[config.mk]
export PLATFORM = sky130hd
export DESIGN_NAME = hs32_mem_arbiter_flat
export DESIGN_NICKNAME = d
export VERILOG_FILES = /design/src/rtl/hs32_mem_arbiter_pkg.sv /design/src/rtl/hs32_mem_arbiter_if.sv /design/src/rtl/hs32_arb_timer.sv /design/src/rtl/hs32_mem_arbiter.sv /design/src/flat_wrapper.sv
export SDC_FILE = /design/constraint.sdc
export NUM_CORES = 1
export LEC_CHECK = 0
export CAP_MARGIN = 20
export CORE_MARGIN = 3
export CORE_UTILIZATION = 30
export CTS_CLUSTER_SIZE = 12
export DETAILED_ROUTE_END_ITERATION = 8
export HOLD_SLACK_MARGIN = 0.08
export PLACE_DENSITY = 0.65
export RECOVER_POWER = 50
export SLEW_MARGIN = 15
export SYNTH_ARGS = -nofsm -noshare
export SYNTH_HDL_FRONTEND = slang
export SYNTH_SLANG_ARGS = --single-unit
[constraint.sdc]
create_clock -name clk -period 2.43 [get_ports clk]
set_input_delay 0.486 -clock clk [delete_from_list [all_inputs] [get_ports clk]]
set_output_delay 0.486 -clock clk [all_outputs]
set_load 0.01 [all_outputs]
[src/rtl/hs32_mem_arbiter_pkg.sv]
// rtl/hs32_mem_arbiter_pkg.sv - shared state/grant encodings for the hs32 memory arbiter
package hs32_mem_arbiter_pkg;

    typedef enum logic [1:0] {
        ARB_IDLE = 2'd0,
        ARB_BUSY = 2'd1,
        ARB_DONE = 2'd2
    } arb_state_e;

    localparam logic [1:0] ARB_G_NONE = 2'b00;
    localparam logic [1:0] ARB_G_X    = 2'b01;
    localparam logic [1:0] ARB_G_F    = 2'b10;

    // Fetch takes the bus when it is the only requester or when exec has starved it.
    function automatic logic fetch_wins(input logic x_req, input logic f_req, input logic starved);
        return f_req && (!x_req || starved);
    endfunction

endpackage

[src/rtl/hs32_mem_arbiter_if.sv]
// rtl/hs32_mem_arbiter_if.sv - exec/fetch requester and downstream memory bus bundle
interface hs32_mem_arbiter_if #(
    parameter int AW = 32,
    parameter int DW = 32
);
    logic          x_req;
    logic          x_rw;
    logic [AW-1:0] x_addr;
    logic [DW-1:0] x_dtw;
    logic [DW-1:0] x_dtr;
    logic          x_rdy;

    logic          f_req;
    logic [AW-1:0] f_addr;
    logic [DW-1:0] f_dtr;
    logic          f_rdy;

    logic [AW-1:0] mem_addr;
    logic [DW-1:0] mem_dtw;
    logic [DW-1:0] mem_dtr;
    logic          mem_req;
    logic          mem_rw;
    logic          mem_rdy;

    logic [1:0]    grant;
    logic          err;

    // Arbiter side: owns the memory bus and the completion outputs.
    modport master (
        input  x_req, x_rw, x_addr, x_dtw, f_req, f_addr, mem_dtr, mem_rdy,
        output x_dtr, x_rdy, f_dtr, f_rdy, mem_addr, mem_dtw, mem_req, mem_rw, grant, err
    );

    // Environment side: requesters plus the memory/MMIO responder.
    modport slave (
        output x_req, x_rw, x_addr, x_dtw, f_req, f_addr, mem_dtr, mem_rdy,
        input  x_dtr, x_rdy, f_dtr, f_rdy, mem_addr, mem_dtw, mem_req, mem_rw, grant, err
    );

endinterface

[src/rtl/hs32_arb_timer.sv]
// rtl/hs32_arb_timer.sv - loadable saturating counter with clear, enable and terminal count
module hs32_arb_timer #(
    parameter int MAX = 255,
    parameter int W   = $clog2(MAX + 1)
) (
    input  logic         clk,
    input  logic         reset,
    input  logic         clr,
    input  logic         load,
    input  logic [W-1:0] load_val,
    input  logic         en,
    output logic         tc
);
    logic [W-1:0] cnt_q;
    logic [W-1:0] cnt_d;

    // Clear beats load beats count; the count holds once it reaches MAX.
    always_comb begin
        cnt_d = cnt_q;
        if (clr) begin
            cnt_d = '0;
        end else if (load) begin
            cnt_d = load_val;
        end else if (en && (cnt_q != W'(MAX))) begin
            cnt_d = cnt_q + W'(1);
        end
    end

    // Counter register.
    always_ff @(posedge clk or negedge reset) begin
        if (!reset) begin
            cnt_q <= '0;
        end else begin
            cnt_q <= cnt_d;
        end
    end

    assign tc = (cnt_q == W'(MAX));

endmodule

[src/rtl/hs32_mem_arbiter.sv]
// rtl/hs32_mem_arbiter.sv - exec/fetch memory bus arbiter; BUSY timeout under HS32_ARB_TIMEOUT_EN
module hs32_mem_arbiter
    import hs32_mem_arbiter_pkg::*;
#(
    parameter int AW         = 32,
    parameter int DW         = 32,
    parameter int STARVE_MAX = 4,
    parameter int TIMEOUT    = 255
) (
    input  logic               clk,
    input  logic               reset,
    hs32_mem_arbiter_if.master bus
);
    localparam int SW = (STARVE_MAX < 1) ? 1 : $clog2(STARVE_MAX + 1);

    arb_state_e    state_q,    state_d;
    logic [1:0]    grant_q,    grant_d;
    logic [SW-1:0] starve_q,   starve_d;
    logic          mem_req_q,  mem_req_d;
    logic          mem_rw_q,   mem_rw_d;
    logic [AW-1:0] mem_addr_q, mem_addr_d;
    logic [DW-1:0] mem_dtw_q,  mem_dtw_d;
    logic          x_rdy_q,    x_rdy_d;
    logic          f_rdy_q,    f_rdy_d;
    logic [DW-1:0] x_dtr_q,    x_dtr_d;
    logic [DW-1:0] f_dtr_q,    f_dtr_d;

`ifdef HS32_ARB_TIMEOUT_EN
    localparam int TW = $clog2(TIMEOUT + 1);

    logic err_q, err_d;
    logic tmr_clr, tmr_load, tmr_en, tmr_tc;

    // The timer is loaded with 1 on BUSY entry so that tc marks the TIMEOUT-th BUSY cycle.
    hs32_arb_timer #(
        .MAX (TIMEOUT),
        .W   (TW)
    ) u_timer (
        .clk      (clk),
        .reset    (reset),
        .clr      (tmr_clr),
        .load     (tmr_load),
        .load_val (TW'(1)),
        .en       (tmr_en),
        .tc       (tmr_tc)
    );
`endif

    // Next-state and registered-output logic for IDLE -> BUSY -> DONE.
    always_comb begin
        state_d    = state_q;
        grant_d    = grant_q;
        starve_d   = starve_q;
        mem_req_d  = mem_req_q;
        mem_rw_d   = mem_rw_q;
        mem_addr_d = mem_addr_q;
        mem_dtw_d  = mem_dtw_q;
        x_rdy_d    = 1'b0;
        f_rdy_d    = 1'b0;
        x_dtr_d    = x_dtr_q;
        f_dtr_d    = f_dtr_q;
`ifdef HS32_ARB_TIMEOUT_EN
        err_d      = 1'b0;
        tmr_clr    = (state_q == ARB_DONE);
        tmr_load   = 1'b0;
        tmr_en     = 1'b0;
`endif
        unique case (state_q)
            ARB_IDLE: begin
                if (bus.x_req || bus.f_req) begin
                    if (fetch_wins(bus.x_req, bus.f_req, starve_q == SW'(STARVE_MAX))) begin
                        grant_d    = ARB_G_F;
                        mem_addr_d = bus.f_addr;
                        mem_dtw_d  = '0;
                        mem_rw_d   = 1'b0;
                        starve_d   = '0;
                    end else begin
                        grant_d    = ARB_G_X;
                        mem_addr_d = bus.x_addr;
                        mem_dtw_d  = bus.x_dtw;
                        mem_rw_d   = bus.x_rw;
                        if (!bus.f_req) begin
                            starve_d = '0;
                        end else if (starve_q != SW'(STARVE_MAX)) begin
                            starve_d = starve_q + SW'(1);
                        end
                    end
                    mem_req_d = 1'b1;
                    state_d   = ARB_BUSY;
`ifdef HS32_ARB_TIMEOUT_EN
                    tmr_load  = 1'b1;
`endif
                end
            end
            ARB_BUSY: begin
                // A completion in the timeout cycle still counts as a normal completion.
                if (mem_req_q && bus.mem_rdy) begin
                    mem_req_d = 1'b0;
                    state_d   = ARB_DONE;
                    if (grant_q == ARB_G_F) begin
                        f_rdy_d = 1'b1;
                        f_dtr_d = bus.mem_dtr;
                    end else begin
                        x_rdy_d = 1'b1;
                        if (!mem_rw_q) begin
                            x_dtr_d = bus.mem_dtr;
                        end
                    end
`ifdef HS32_ARB_TIMEOUT_EN
                end else if (tmr_tc) begin
                    mem_req_d = 1'b0;
                    state_d   = ARB_DONE;
                    err_d     = 1'b1;
                    if (grant_q == ARB_G_F) begin
                        f_rdy_d = 1'b1;
                        f_dtr_d = '0;
                    end else begin
                        x_rdy_d = 1'b1;
                        x_dtr_d = '0;
                    end
                end else begin
                    tmr_en = 1'b1;
`endif
                end
            end
            ARB_DONE: begin
                grant_d = ARB_G_NONE;
                state_d = ARB_IDLE;
            end
            default: begin
                state_d = ARB_IDLE;
            end
        endcase
    end

    // All state and outputs are registered and cleared immediately by reset.
    always_ff @(posedge clk or negedge reset) begin
        if (!reset) begin
            state_q    <= ARB_IDLE;
            grant_q    <= ARB_G_NONE;
            starve_q   <= '0;
            mem_req_q  <= 1'b0;
            mem_rw_q   <= 1'b0;
            mem_addr_q <= '0;
            mem_dtw_q  <= '0;
            x_rdy_q    <= 1'b0;
            f_rdy_q    <= 1'b0;
            x_dtr_q    <= '0;
            f_dtr_q    <= '0;
`ifdef HS32_ARB_TIMEOUT_EN
            err_q      <= 1'b0;
`endif
        end else begin
            state_q    <= state_d;
            grant_q    <= grant_d;
            starve_q   <= starve_d;
            mem_req_q  <= mem_req_d;
            mem_rw_q   <= mem_rw_d;
            mem_addr_q <= mem_addr_d;
            mem_dtw_q  <= mem_dtw_d;
            x_rdy_q    <= x_rdy_d;
            f_rdy_q    <= f_rdy_d;
            x_dtr_q    <= x_dtr_d;
            f_dtr_q    <= f_dtr_d;
`ifdef HS32_ARB_TIMEOUT_EN
            err_q      <= err_d;
`endif
        end
    end

    assign bus.grant    = grant_q;
    assign bus.mem_req  = mem_req_q;
    assign bus.mem_rw   = mem_rw_q;
    assign bus.mem_addr = mem_addr_q;
    assign bus.mem_dtw  = mem_dtw_q;
    assign bus.x_rdy    = x_rdy_q;
    assign bus.f_rdy    = f_rdy_q;
    assign bus.x_dtr    = x_dtr_q;
    assign bus.f_dtr    = f_dtr_q;
`ifdef HS32_ARB_TIMEOUT_EN
    assign bus.err      = err_q;
`else
    assign bus.err      = 1'b0;
`endif

endmodule

[src/flat_wrapper.sv]
// flat-port wrapper written by rule: the top's interface ports become plain ports
module hs32_mem_arbiter_flat import hs32_mem_arbiter_pkg::*;
#(
    parameter int AW         = 32,
    parameter int DW         = 32,
    parameter int STARVE_MAX = 4,
    parameter int TIMEOUT    = 255
)
  (clk, reset, bus_x_req, bus_x_rw, bus_x_addr, bus_x_dtw, bus_f_req, bus_f_addr, bus_mem_dtr, bus_mem_rdy, bus_x_dtr, bus_x_rdy, bus_f_dtr, bus_f_rdy, bus_mem_addr, bus_mem_dtw, bus_mem_req, bus_mem_rw, bus_grant, bus_err);
  hs32_mem_arbiter_if #(.AW(AW), .DW(DW)) bus_i ();
  input  logic clk;
  input  logic reset;
  input wire logic [$bits(bus_i.x_req)-1:0] bus_x_req;
  input wire logic [$bits(bus_i.x_rw)-1:0] bus_x_rw;
  input wire logic [$bits(bus_i.x_addr)-1:0] bus_x_addr;
  input wire logic [$bits(bus_i.x_dtw)-1:0] bus_x_dtw;
  input wire logic [$bits(bus_i.f_req)-1:0] bus_f_req;
  input wire logic [$bits(bus_i.f_addr)-1:0] bus_f_addr;
  input wire logic [$bits(bus_i.mem_dtr)-1:0] bus_mem_dtr;
  input wire logic [$bits(bus_i.mem_rdy)-1:0] bus_mem_rdy;
  output wire logic [$bits(bus_i.x_dtr)-1:0] bus_x_dtr;
  output wire logic [$bits(bus_i.x_rdy)-1:0] bus_x_rdy;
  output wire logic [$bits(bus_i.f_dtr)-1:0] bus_f_dtr;
  output wire logic [$bits(bus_i.f_rdy)-1:0] bus_f_rdy;
  output wire logic [$bits(bus_i.mem_addr)-1:0] bus_mem_addr;
  output wire logic [$bits(bus_i.mem_dtw)-1:0] bus_mem_dtw;
  output wire logic [$bits(bus_i.mem_req)-1:0] bus_mem_req;
  output wire logic [$bits(bus_i.mem_rw)-1:0] bus_mem_rw;
  output wire logic [$bits(bus_i.grant)-1:0] bus_grant;
  output wire logic [$bits(bus_i.err)-1:0] bus_err;
  assign bus_i.x_req = bus_x_req;
  assign bus_i.x_rw = bus_x_rw;
  assign bus_i.x_addr = bus_x_addr;
  assign bus_i.x_dtw = bus_x_dtw;
  assign bus_i.f_req = bus_f_req;
  assign bus_i.f_addr = bus_f_addr;
  assign bus_i.mem_dtr = bus_mem_dtr;
  assign bus_i.mem_rdy = bus_mem_rdy;
  assign bus_x_dtr = bus_i.x_dtr;
  assign bus_x_rdy = bus_i.x_rdy;
  assign bus_f_dtr = bus_i.f_dtr;
  assign bus_f_rdy = bus_i.f_rdy;
  assign bus_mem_addr = bus_i.mem_addr;
  assign bus_mem_dtw = bus_i.mem_dtw;
  assign bus_mem_req = bus_i.mem_req;
  assign bus_mem_rw = bus_i.mem_rw;
  assign bus_grant = bus_i.grant;
  assign bus_err = bus_i.err;
  hs32_mem_arbiter #(.AW(AW), .DW(DW), .STARVE_MAX(STARVE_MAX), .TIMEOUT(TIMEOUT)) u_core (.clk(clk), .reset(reset), .bus(bus_i));
endmodule
==> qor.yml <==
n_antenna_cell: 0
synth_area_per_cell_um2: 15.15
vias: 4231
drtIter0Drc: 141
cts_sinks: 139
multi_input_area_um2: 1787
ioPinCount: 269
drv_slew: 0
worstMarginPinSlew_ns: 0.7431
dp_cells: 833
drcViolationCount: 0
nets: 763
seq_area_um2: 3478
ant_nets: 0
drive_gt1_share_pct: 16.56
cp_max_fo: 33
powerDensity_nw_per_um2: 1310
grt_pass1_vias: 4525
h-tree-depth: 4
gp_congestion: 0.8121
die_h_um: 140.7
synth-edff-count: 0
grt_pass1_wl_um: 25360
ctsHoldBuffers: 0
crit_type: "input port to flip-flop"
finalSetupViolCount: 0
min_path_type: "input port to asynchronous set/reset pin"
power.leakage_nw: 3.804
netlist_instances: 359
period_minus_slack_ns: 2.097
cp-start-kind: "input port"
clockBufferDepth: 2
postCtsSetupRepairBufs: 0
synth_seq_area_share_pct: 63.94
ys_seq_elements: 139
start_util_pct: 31.02
worst_clock_skew_ns: 0.01025
clk_latency_ns: 0.41
synth_most_common_cell: "dfrtp_1"
maxCapViolations: 0
synthTopCellsByCount: "139 x dfrtp_1, 62 x mux2_2, 33 x a22o_1, 32 x a21boi_0, 32 x a221o_1"
cts_made_buffers: 17
synth_top_area_cell: "dfrtp_1"
final_cells: 865
routed_wl_um: 16150
peakVddDrop_mv: 0.6611
status: "complete, no violations"
dr.pass1.iters: 4
grt_max_degree: 140
die_area_um2: 19790
syn_to_final_growth_pct: 64.56
cts_tree: "built"
path_clk_slew_ns: 0.06
max_freq_ghz: 0.4769
timing.final.crit_share_pct: 86.30
cp.required_ns: 2.72
synth.area.top_cells: "dfrtp_1 64%, mux2_2 13%, a221o_1 5.9%"
cp.arrival_ns: 2.39
slew-limit-headroom_pct: 50.46
cts_root_buf: "clkbuf_16"
async_flop_share_pct: 100.0
wl_per_cell_um: 18.67
yosysTopAreaCellShare_pct: 63.94
dp_hpwl_um: 11620
port-buffer-count: 267
yosys_warnings: 0
rsz0062_at_grt: "no"
ys.flop_type: "dfrtp_1"
grt-ovfl-total: 0
hold_viol: 0
worst_setup_path_end_kind: "flip-flop"
die_w_um: 140.7
cts-resized-gates: 0
post_synth_instance_area_um2: 5440
core_area_um2: 17540
synthesis.nets: 495
via_per_inst: 4.891
fillers: 1438
synthDistinctLibCells: 28
rows: 48
grt_antenna_before_repair: 0
track_usage_pct: 16.36
fin_tns_setup_ns: 0
## critical path: stages
cell	delay [ns]
dlygate4sd3_1	0.57
nand4b_1	0.26
nor3b_1	0.43
buf_12	0.26
mux2_2	0.36
## through the flow
stage               setup WS [ns]  power [mW]  hold WS [ns]  utilization [%]  instance area [µm²]
finish                     0.3330       11.73        0.2761            51.05                 8952
global route               0.2658       12.39        0.3491            51.05                 8952
CTS                        0.4381       12.04        0.2164            51.21                 8981
detailed placement         0.1639       9.426        0.4909            47.92                 8403
global placement           0.2188       9.283        0.4685            47.92                 8403
floorplan                  0.7409       6.308        0.1904                -                 5440
## power breakdown
part / internal (mW) / leakage, nW / switching (mW)
Sequential: 3.44 / 1.73 / 0.646
Combinational: 3.08 / 1.80 / 2.04
Clock: 1.56 / 0.283 / 0.966
## flip-flops by register name (all words and copies together) (netlist names)
register / count
u_core.bus.f_dtr: 32
u_core.bus.f_rdy: 1
u_core.bus.grant: 2
u_core.bus.mem_addr: 32
u_core.bus.mem_dtw: 32
u_core.bus.mem_req: 1
u_core.bus.mem_rw: 1
u_core.bus.x_dtr: 32
u_core.bus.x_rdy: 1
u_core.starve_q: 3
u_core.state_q: 2
## layout make-up
class,count,share of cell area [%]
sequential,139,38.85
clock inverter,11,1.314
clock buffer,21,5.143
multi-input combinational,188,19.96
timing repair buffer,277,31.42
inverter,4,0.1677
tap,225,3.145
## kinds of logic after synthesis
logic type,after synthesis,synth area share (%)
DFF,139,63.94
AOI/OAI and AO/OA,106,17.34
muxes,64,13.25
buffers and inverters,32,3.059
and+or+nand+nor,14,1.725
adders and majority gates,2,0.4599
other,1,0.06893
xor gates and xnor gates,1,0.1610
## metal layers
metal / share of wire (%) / track usage [%] / vias up
met3: 8.5 / 5.495 / 24
met2: 48 / 26.23 / 209
li1: - / - / 1900
met1: 41 / 20.38 / 2098
met4: 2.0 / 6.629 / 0
met5: 0 / 0 / -
## layout by cell type, fill, tap and decap left out, drive strengths merged
| cell | netlist | final |
|---|---|---|
| a32o | 2 | 2 |
| nor2 | 2 | 2 |
| a21boi | 32 | 32 |
| a2111oi | 1 | 1 |
| nand4b | 1 | 1 |
| nor2b | 1 | 1 |
| dfrtp | 139 | 139 |
| a21oi | 1 | 1 |
| or2 | 1 | 1 |
| xor2 | 1 | 1 |
| mux2 | 64 | 64 |
| clkinvlp | 0 | 2 |
| nor3b | 1 | 1 |
| nor3 | 1 | 1 |
| o211a | 1 | 1 |
| a21o | 2 | 2 |
| clkdlybuf4s50 | 0 | 235 |
| o21bai | 1 | 1 |
| nand2 | 6 | 6 |
| clkinv | 0 | 6 |
| conb | 1 | 1 |
| ha | 2 | 2 |
| dlygate4sd3 | 0 | 31 |
| a221o | 32 | 32 |
| a22o | 33 | 33 |
| bufinv | 0 | 2 |
| nand3b | 1 | 1 |
| buf | 21 | 9 |
| inv | 4 | 5 |
| clkbuf | 7 | 23 |
| a31o | 1 | 1 |
## final timing paths
check | from | end | slack (ns) | cells after the start
max in group asynchronous | reset | u_core.bus.grant[1] | 1.62 | 2
max reg2reg | u_core.state_q[1] | u_core.bus.f_dtr[24] | 0.43 | 4
min reg2reg | u_core.bus.x_dtr[31] | u_core.bus.x_dtr[31] | 0.50 | 1
min | reset | u_core.bus.x_dtr[18] | 0.28 | 2
max | bus_mem_rdy | u_core.bus.f_dtr[24] | 0.33 | 5
min in group clk | u_core.bus.x_dtr[31] | u_core.bus.x_dtr[31] | 0.50 | 1
Note: power is estimated with default switching activity, not from simulation.
